## src/rtl/trace_fifo_arbiter_if.sv

```systemverilog
// Producer-side record handshake and FIFO write-port pins shared by the trace arbiter.
// The slave modport is the arbiter's view. The master modport is the view of the taps and FIFO.
interface trace_fifo_arbiter_if #(
  parameter int NUM_REQ    = 4,
  parameter int WIDTH      = 64,
  parameter int ADDR_WIDTH = 4,
  parameter int ID_WIDTH   = 2
);
  logic [NUM_REQ-1:0]       in_valid;
  logic [NUM_REQ*WIDTH-1:0] in_data;
  logic [NUM_REQ-1:0]       in_ready;
  logic                     fifo_wr_en;
  logic [WIDTH-1:0]         fifo_wr_data;
  logic [ID_WIDTH-1:0]      fifo_wr_id;
  logic                     fifo_full;
  logic [ADDR_WIDTH:0]      fifo_count;

  modport master (
    output in_valid, in_data, fifo_full, fifo_count,
    input  in_ready, fifo_wr_en, fifo_wr_data, fifo_wr_id
  );

  modport slave (
    input  in_valid, in_data, fifo_full, fifo_count,
    output in_ready, fifo_wr_en, fifo_wr_data, fifo_wr_id
  );
endinterface

```

## src/rtl/trace_fifo_arbiter.sv

```systemverilog
// Round-robin arbiter that merges NUM_REQ trace taps into one registered FIFO write port.
// It keeps per-tap statistics counters for accepted and dropped records.
module trace_fifo_arbiter #(
  parameter int NUM_REQ    = 4,
  parameter int WIDTH      = 64,
  parameter int FIFO_DEPTH = 16,
  parameter int ADDR_WIDTH = $clog2(FIFO_DEPTH),
  parameter int CNT_WIDTH  = 32,
  parameter int LOSSY      = 0,
  parameter int ID_WIDTH   = $clog2(NUM_REQ)
) (
  input  logic                         clk,
  input  logic                         rst_n,
  trace_fifo_arbiter_if.slave          bus,
  input  logic                         clr_stats,
  output logic [NUM_REQ*CNT_WIDTH-1:0] accept_count,
  output logic [NUM_REQ*CNT_WIDTH-1:0] drop_count
);
  localparam int SW = ADDR_WIDTH + 2;
  localparam logic [ID_WIDTH-1:0] LAST_ID = ID_WIDTH'(NUM_REQ - 1);

  logic [ID_WIDTH-1:0] rr_ptr;
  logic [ID_WIDTH-1:0] gnt;
  logic [ID_WIDTH:0]   scan_idx;
  logic                slot_ok;
  logic                gnt_vld;
  logic [WIDTH-1:0]    gnt_data;
  logic [NUM_REQ-1:0]  gnt_onehot;

  // The registered write is not yet visible in fifo_count, so it is counted here.
  assign slot_ok = !bus.fifo_full &&
                   (({1'b0, bus.fifo_count} + SW'(bus.fifo_wr_en)) < SW'(FIFO_DEPTH));

  assign gnt_vld = (|bus.in_valid) && slot_ok;

  // The scan runs downward, so the requester closest to rr_ptr is written last and wins.
  always_comb begin
    gnt      = rr_ptr;
    scan_idx = '0;
    for (int k = NUM_REQ - 1; k >= 0; k--) begin
      scan_idx = {1'b0, rr_ptr} + (ID_WIDTH+1)'(k);
      if (scan_idx >= (ID_WIDTH+1)'(NUM_REQ))
        scan_idx = scan_idx - (ID_WIDTH+1)'(NUM_REQ);
      if (bus.in_valid[scan_idx[ID_WIDTH-1:0]])
        gnt = scan_idx[ID_WIDTH-1:0];
    end
  end

  always_comb begin
    gnt_data   = '0;
    gnt_onehot = '0;
    for (int i = 0; i < NUM_REQ; i++) begin
      if (gnt == ID_WIDTH'(i)) begin
        gnt_data      = bus.in_data[i*WIDTH +: WIDTH];
        gnt_onehot[i] = gnt_vld;
      end
    end
  end

  assign bus.in_ready = (LOSSY != 0) ? {NUM_REQ{1'b1}} : (rst_n ? gnt_onehot : '0);

  always_ff @(posedge clk or negedge rst_n) begin
    if (!rst_n) begin
      bus.fifo_wr_en   <= 1'b0;
      bus.fifo_wr_data <= '0;
      bus.fifo_wr_id   <= '0;
      rr_ptr           <= '0;
    end else begin
      bus.fifo_wr_en <= gnt_vld;
      if (gnt_vld) begin
        bus.fifo_wr_data <= gnt_data;
        bus.fifo_wr_id   <= gnt;
        rr_ptr           <= (gnt == LAST_ID) ? '0 : gnt + 1'b1;
      end
    end
  end

  for (genvar i = 0; i < NUM_REQ; i++) begin : g_cnt
    logic [CNT_WIDTH-1:0] acc_q;
    logic [CNT_WIDTH-1:0] drop_q;
    logic                 acc_inc;
    logic                 drop_inc;

    assign acc_inc  = gnt_onehot[i];
    assign drop_inc = (LOSSY != 0) && bus.in_valid[i] && !gnt_onehot[i];

    // Counters saturate. A clear in the same cycle as an increment discards the increment.
    always_ff @(posedge clk or negedge rst_n) begin
      if (!rst_n) begin
        acc_q  <= '0;
        drop_q <= '0;
      end else if (clr_stats) begin
        acc_q  <= '0;
        drop_q <= '0;
      end else begin
        if (acc_inc && (acc_q != '1))
          acc_q <= acc_q + 1'b1;
        if (drop_inc && (drop_q != '1))
          drop_q <= drop_q + 1'b1;
      end
    end

    assign accept_count[i*CNT_WIDTH +: CNT_WIDTH] = acc_q;
    assign drop_count[i*CNT_WIDTH +: CNT_WIDTH]   = drop_q;
  end
endmodule

```

## src/flat_wrapper.sv

```systemverilog
// flat-port wrapper written by rule: the top's interface ports become plain ports
module trace_fifo_arbiter_flat 
#(
  parameter int NUM_REQ    = 4,
  parameter int WIDTH      = 64,
  parameter int FIFO_DEPTH = 16,
  parameter int ADDR_WIDTH = $clog2(FIFO_DEPTH),
  parameter int CNT_WIDTH  = 32,
  parameter int LOSSY      = 0,
  parameter int ID_WIDTH   = $clog2(NUM_REQ)
)
  (clk, rst_n, clr_stats, accept_count, drop_count, bus_in_valid, bus_in_data, bus_fifo_full, bus_fifo_count, bus_in_ready, bus_fifo_wr_en, bus_fifo_wr_data, bus_fifo_wr_id);
  trace_fifo_arbiter_if #(.NUM_REQ(NUM_REQ), .WIDTH(WIDTH), .ADDR_WIDTH(ADDR_WIDTH), .ID_WIDTH(ID_WIDTH)) bus_i ();
  input  logic clk;
  input  logic rst_n;
  input  logic clr_stats;
  output logic [NUM_REQ*CNT_WIDTH-1:0] accept_count;
  output logic [NUM_REQ*CNT_WIDTH-1:0] drop_count;
  input wire logic [$bits(bus_i.in_valid)-1:0] bus_in_valid;
  input wire logic [$bits(bus_i.in_data)-1:0] bus_in_data;
  input wire logic [$bits(bus_i.fifo_full)-1:0] bus_fifo_full;
  input wire logic [$bits(bus_i.fifo_count)-1:0] bus_fifo_count;
  output wire logic [$bits(bus_i.in_ready)-1:0] bus_in_ready;
  output wire logic [$bits(bus_i.fifo_wr_en)-1:0] bus_fifo_wr_en;
  output wire logic [$bits(bus_i.fifo_wr_data)-1:0] bus_fifo_wr_data;
  output wire logic [$bits(bus_i.fifo_wr_id)-1:0] bus_fifo_wr_id;
  assign bus_i.in_valid = bus_in_valid;
  assign bus_i.in_data = bus_in_data;
  assign bus_i.fifo_full = bus_fifo_full;
  assign bus_i.fifo_count = bus_fifo_count;
  assign bus_in_ready = bus_i.in_ready;
  assign bus_fifo_wr_en = bus_i.fifo_wr_en;
  assign bus_fifo_wr_data = bus_i.fifo_wr_data;
  assign bus_fifo_wr_id = bus_i.fifo_wr_id;
  trace_fifo_arbiter #(.NUM_REQ(NUM_REQ), .WIDTH(WIDTH), .FIFO_DEPTH(FIFO_DEPTH), .ADDR_WIDTH(ADDR_WIDTH), .CNT_WIDTH(CNT_WIDTH), .LOSSY(LOSSY), .ID_WIDTH(ID_WIDTH)) u_core (.clk(clk), .rst_n(rst_n), .bus(bus_i), .clr_stats(clr_stats), .accept_count(accept_count), .drop_count(drop_count));
endmodule
```

## config.mk

```make
export PLATFORM = sky130hd
export DESIGN_NAME = trace_fifo_arbiter_flat
export DESIGN_NICKNAME = d
export VERILOG_FILES = /design/src/rtl/trace_fifo_arbiter_if.sv /design/src/rtl/trace_fifo_arbiter.sv /design/src/flat_wrapper.sv
export SDC_FILE = /design/constraint.sdc
export NUM_CORES = 1
export LEC_CHECK = 0
export CAP_MARGIN = 20
export CORE_AREA = 5 5 230 232
export DETAILED_ROUTE_END_ITERATION = 6
export DIE_AREA = 0 0 235 237
export DONT_BUFFER_PORTS = 1
export SLEW_MARGIN = 15
export SYNTH_ARGS = -nofsm -noshare
export SYNTH_HDL_FRONTEND = slang
export SYNTH_SLANG_ARGS = --single-unit
```

## constraint.sdc

```tcl
create_clock -name clk -period 5.5 [get_ports clk]
set_input_delay 0.825 -clock clk [delete_from_list [all_inputs] [get_ports clk]]
set_output_delay 0.825 -clock clk [all_outputs]
set_load 0.1 [all_outputs]
```

==> metrics.md <==
| Metric | Value |
|---|---|
| Vias in the first global route | ~10,000 |
| Final setup fails | 0 |
| RSZ-0062 raised after global routing | no |
| Maximum VDD drop | 0.405 mV |
| Commonest cells after routing, fill and taps aside | dfrtp_1 (197), a21oi_1 (160), conb_1 (128) |
| Top-area cell type share of the netlist area | approximately two fifths |
| Status | completed |
| Final WL | ~52 mm |
| Syn-to-layout area delta | 7.44% |
| Core ar. | ~51,000 sq um |
| Worst R2R Setup Slack | about 1.6 ns |
| Layout cells sized above 1 | under 10% |
| Commonest non-fill, non-tap cell in the layout | dfrtp_1 |
| Number of hold buffers added after CTS | 1 |
| Max transition margin | 24.7% |
| Setup WS pre-CTS | between 1 and 1.5 ns |
| Iteration-0 DRC Markers | 806 |
| Synth Instances | ~1,500 |
| Full die area | 55,700 sq um |
| CTS resizes | 0 |
| Antenna viol nets, final | 0 |
| Largest net degree at the start of global routing | around 200 |
| GP Congestion | 0.961 |
| Nets | between 1,500 and 2,000 |
| Clk sinks | about 200 |
| FMAX | 0.241 GHz |
| Vias per cell | about 5.3 |
| Avg Inst Size Synth | about 8.5 sq um |
| Synth area leader | dfrtp_1 |
| Synthesized area | roughly 12,000 sq um |
| Final Critical Period | between 4 and 5 ns |
| Register area share after synthesis | 39.8% |
| Worst endpoint required time | ~4.7 ns |
| CP Max Fanout | 7 |
| Total gr overflow | 0 |
| Hpwl dp | 40.3 mm |
| Post-layout util | 26.2% |
| Clock Latency Late Sink | 0.48 ns |
| Die Ht | approximately 240 microns |
| Fin area | ~13,000 sq um |
| Root buffer cell | clkbuf_16 |
| TritonCTS buffer count | 17 |
| Total GRT Usage | about 18% |
| Initial antenna violation count | 31 |
| Synth top area cells | dfrtp_1 (40%), buf_4 (7.8%), a21oi_1 (6.5%) |
| WL per Instance | between 20 and 25 microns |
| Design internal power | 2770 uW |
| Fin. max-slew vios | 0 |
| Clk_skew | 0.0118 ns |
| Placed insts | 2,077 |
| Leakage | between 0.004 and 0.005 uW |
| H-Tree Depth | 4 |
| Sw Share | between 50% and 60% |
| Asr flop ratio synth | 100% |
| Hold Fails Final Rpt | 0 |
| Synth unique cells | just under 60 |
| Sequential Power Share | 54.5% |
| Placed inst area | 12,700 sq um |
| CTS tree | yes |
| Dominant synthesized flop cell | dfrtp_1 |
| Clock buffer depth | 2 |
| Worst slew pin tran | between 1 and 1.5 ns |
| Worst Setup End Kind | output pin |
| Setup WS post-layout | between 1 and 1.5 ns |
| HP Class | in -> reg |
| # rows | 83 |
| Reg clk slew, reported paths | around 0.080 ns |
| Port bufs | 0 |
| Part of the cycle the worst path needs | ~75% |
| First-pass GRT wire length | roughly 74 mm |
| Die W | between 200 and 250 microns |
| Residual DRC | 0 |
| Initial Util | 24.4% |
| Setup TNS Final | 0 ns |
| Power Density | 505 nW/um^2 |
| Setup CP Type | reg -> out |
| Number of enable flip-flop cells after synthesis | 0 |
| Finished Layout Cells | 2,128 |
| # IOs | approximately 600 |
| Clock power frac | between 10% and 20% |
| Comb pwr share | a little over a quarter |
| DR pass1 iterations | 5 |
| # Post-CTS Setup Buffers | 0 |
| Startpoint Class | flip-flop |
| DR vias | 11,181 |
| Yosys Warn Count | 0 |
| Synthesized flop and latch total | ~200 |
| Sw Pwr | 3950 uW |
| Crit path arrival time | 3.32 ns |
| MaxCap Viol Count | 0 |
[worst max-delay path, cell delays in order (launching register included)]
cell and delay, ns:
dfrtp_1 0.46, nand2_1 0.08, a22oi_1 0.16, o221ai_1 0.30, inv_1 0.26, ha_4 0.16, or3b_2 0.47, a211oi_1 0.47
and2_1 0.20, buf_4 0.29
[layer usage]
layer | global-route usage [%] | vias to the layer above | share of wire, %
met1 | 19.1 | 5457 | 35
met3 | 8.20 | 84 | 11
met5 | 0 | - | 0.15
met4 | 8.83 | 8 | 3.2
li1 | - | 5114 | -
met2 | 29.5 | 518 | 51
[through the flow]
| stage | power (uW) | hold slack (ns) |
|---|---|---|
| floorplan | 5070 | 0.504 |
| global placement | 5410 | 0.536 |
| detailed placement | 5450 | 0.535 |
| CTS | 6780 | 0.345 |
| global route | 7030 | 0.369 |
| finish | 6730 | 0.410 |
[cell usage after synthesis (all sizes together), types with 3 or more instances]
master and n:
o21a 6, or3 57, nor3 78, o31ai 43
dfrtp 197, clkbuf 83, and3 16, nor2b 79
o211ai 3, nor4 22, or4 43, and4 14
mux2i 4, nor2 38, o21ai 119, or3b 3
a21oi 160, buf 142, nand4 37, inv 22
o31a 5, mux2 13, o311ai 4, nand2 121
nand3 48, xor2 5, ha 8, or2 8
a221oi 64
[layout make-up]
cell class / count / area (sq um)
inverter: 23 / 86.3
sequential: 197 / 4930
clock buffer: 19 / 443
antenna: 17 / 42.5
fill: 5507 / 37500
timing repair buffer: 31 / 275
clock inverter: 12 / 110
tap: 680 / 851
multi-input combinational: 1149 / 6580
[cell families after synthesis]
kind of cell	synth area share, %
adders and majority gates	0.807
other	0.0302
xor gates and xnor gates	0.495
muxes	1.50
buffers and inverters	11.5
and+or+nand+nor	25.3
DFF	39.8
AOI/OAI and AO/OA	20.6
[sequential cells by signal, indices dropped and copies added (netlist names)]
signal                   count
u_core.bus.fifo_wr_en        1
u_core.bus.fifo_wr_id        2
u_core.rr_ptr                2
u_core.g_cnt.acc_q         128
u_core.bus.fifo_wr_data     64
[power groups by stage]
stage / logic, uW / clock network [uW] / registers, uW
floorplan: 1470 / 0 / 3600
global placement: 1680 / 0 / 3720
detailed placement: 1730 / 0 / 3720
CTS: 1760 / 1320 / 3700
global route: 1960 / 1370 / 3700
finish: 1790 / 1260 / 3670
[path summary, 6_finish.rpt]
path,from,end,cells past startpoint
worst max register to register,u_core.rr_ptr[1],u_core.g_cnt[2].acc_q[13],11
worst min register to register,u_core.bus.fifo_wr_id[1],u_core.bus.fifo_wr_id[1],2
worst max-delay path,u_core.rr_ptr[1],bus_in_ready[1],9
min in group asynchronous,rst_n,u_core.g_cnt[2].acc_q[6],1
worst min-delay path,clr_stats,u_core.g_cnt[1].acc_q[19],1
max in group asynchronous,rst_n,u_core.bus.fifo_wr_data[5],1
(Power assumes the default switching activity.)
==> RTL change, RTL diff (same flow settings) <==
`CNT_WIDTH` is set to 32 in 2 places; all go to 24.
--- a/src/rtl/trace_fifo_arbiter.sv
+++ b/src/rtl/trace_fifo_arbiter.sv
@@ -5,7 +5,7 @@
   parameter int WIDTH      = 64,
   parameter int FIFO_DEPTH = 16,
   parameter int ADDR_WIDTH = $clog2(FIFO_DEPTH),
-  parameter int CNT_WIDTH  = 32,
+  parameter int CNT_WIDTH  = 24,
   parameter int LOSSY      = 0,
   parameter int ID_WIDTH   = $clog2(NUM_REQ)
 ) (
--- a/src/flat_wrapper.sv
+++ b/src/flat_wrapper.sv
@@ -5,7 +5,7 @@
   parameter int WIDTH      = 64,
   parameter int FIFO_DEPTH = 16,
   parameter int ADDR_WIDTH = $clog2(FIFO_DEPTH),
-  parameter int CNT_WIDTH  = 32,
+  parameter int CNT_WIDTH  = 24,
   parameter int LOSSY      = 0,
   parameter int ID_WIDTH   = $clog2(NUM_REQ)
 )
Ports: changed (resized accept_count and drop_count); port bits go from 596 to 532. No check against the original RTL was run, so the function may have changed too.
==> RTL change against the original RTL <==
Routed wire length decreased by 30%. The run now ends with DRC left. Sequential cell count shrank 32. Fmax fell by 5.4%. Area after synthesis decreased by 15%. Global-route usage fell by 5.4 points. Setup slack got worse by 0.24 ns. Power down 6.0%. First-iteration DRC count up 11%. Critical endpoint is now bus_in_ready[0]. Cell area down 13%.
==> RTL change: results <==
[status]
violations = DRC
status = finished with violations

[route]
viasPerCell = 4.88
wl_met3_um = 3700
wl_met2_um = 17500
wl_met1_um = 14500
drt-pass1-iter-count = 7
via_count = 9253
drc = 13
top_layer_used = met4

[finish]
clockNetworkAreaShare_pct = 5.23
nNonClkBuffers = 19
nets = 1472
seqAreaFraction_pct = 35.6
buffer_area_share_pct = 1.85
inverters = 22
drive_gt1_share_pct = 7.12

[synth]
syn-mean-instance-area_um2 = 8.56
synth-seq-cells = 165
synth.area.top_cells = dfrtp_1 39%, buf_4 7.5%, a221oi_1 5.3%, a21oi_1 5.2%, nor2b_1 4.4%
synth_compound_area_share_pct = 19.4
synthDistinctLibCells = 63
synthTopCellsByCount = 165 x dfrtp_1, 111 x a21oi_1, 106 x buf_4, 103 x nand2_1, 93 x o21ai_0

[power]
peakVddDrop_mv = 0.317
power.switching_w = 0.00375
p_seq_w = 0.00344

[worst_setup_path]
worstPathArrival_ns = 3.56
path_max_fanout = 50
cpLargestDelayFamily = simple AND/OR/NAND/NOR gates
slowest_delay_ns = 0.95

[timing]
finalClockSkew_ns = 0.0134
max_slew_margin_pct = 22.7

[grt]
grt_use_met1_pct = 14.8
grt_max_degree = 126
use_met3_pct = 5.44
grtUsageTotal_pct = 12.3
grt_pass1_vias = 8590

[place]
dp.cells = 1852
place_ws_ns = 1.50
## RTL change: cell count changes after synthesis, sizes merged, moves of 12 or more
cell and delta:
clkbuf -27, buf -22, o21ai -24, nand3 -12
xnor2 +25, nand2 -18, a21oi -49, or4 -30
dfrtp -32, nor2 +26, o31ai -32, or3 -30
## RTL change: path summary, 6_finish.rpt
path,startpoint,to,slack (ns),cells past startpoint
setup / recovery,u_core.bus.fifo_wr_en,bus_in_ready[0],1.12,5
max in group asynchronous,rst_n,u_core.g_cnt[2].acc_q[2],4.94,1
setup reg to reg,u_core.rr_ptr[1],u_core.bus.fifo_wr_data[41],1.91,11
hold / removal,rst_n,u_core.bus.fifo_wr_data[7],0.06,0
hold reg to reg,u_core.rr_ptr[0],u_core.rr_ptr[0],0.58,2
min in group clk,clr_stats,u_core.g_cnt[0].acc_q[5],0.41,1
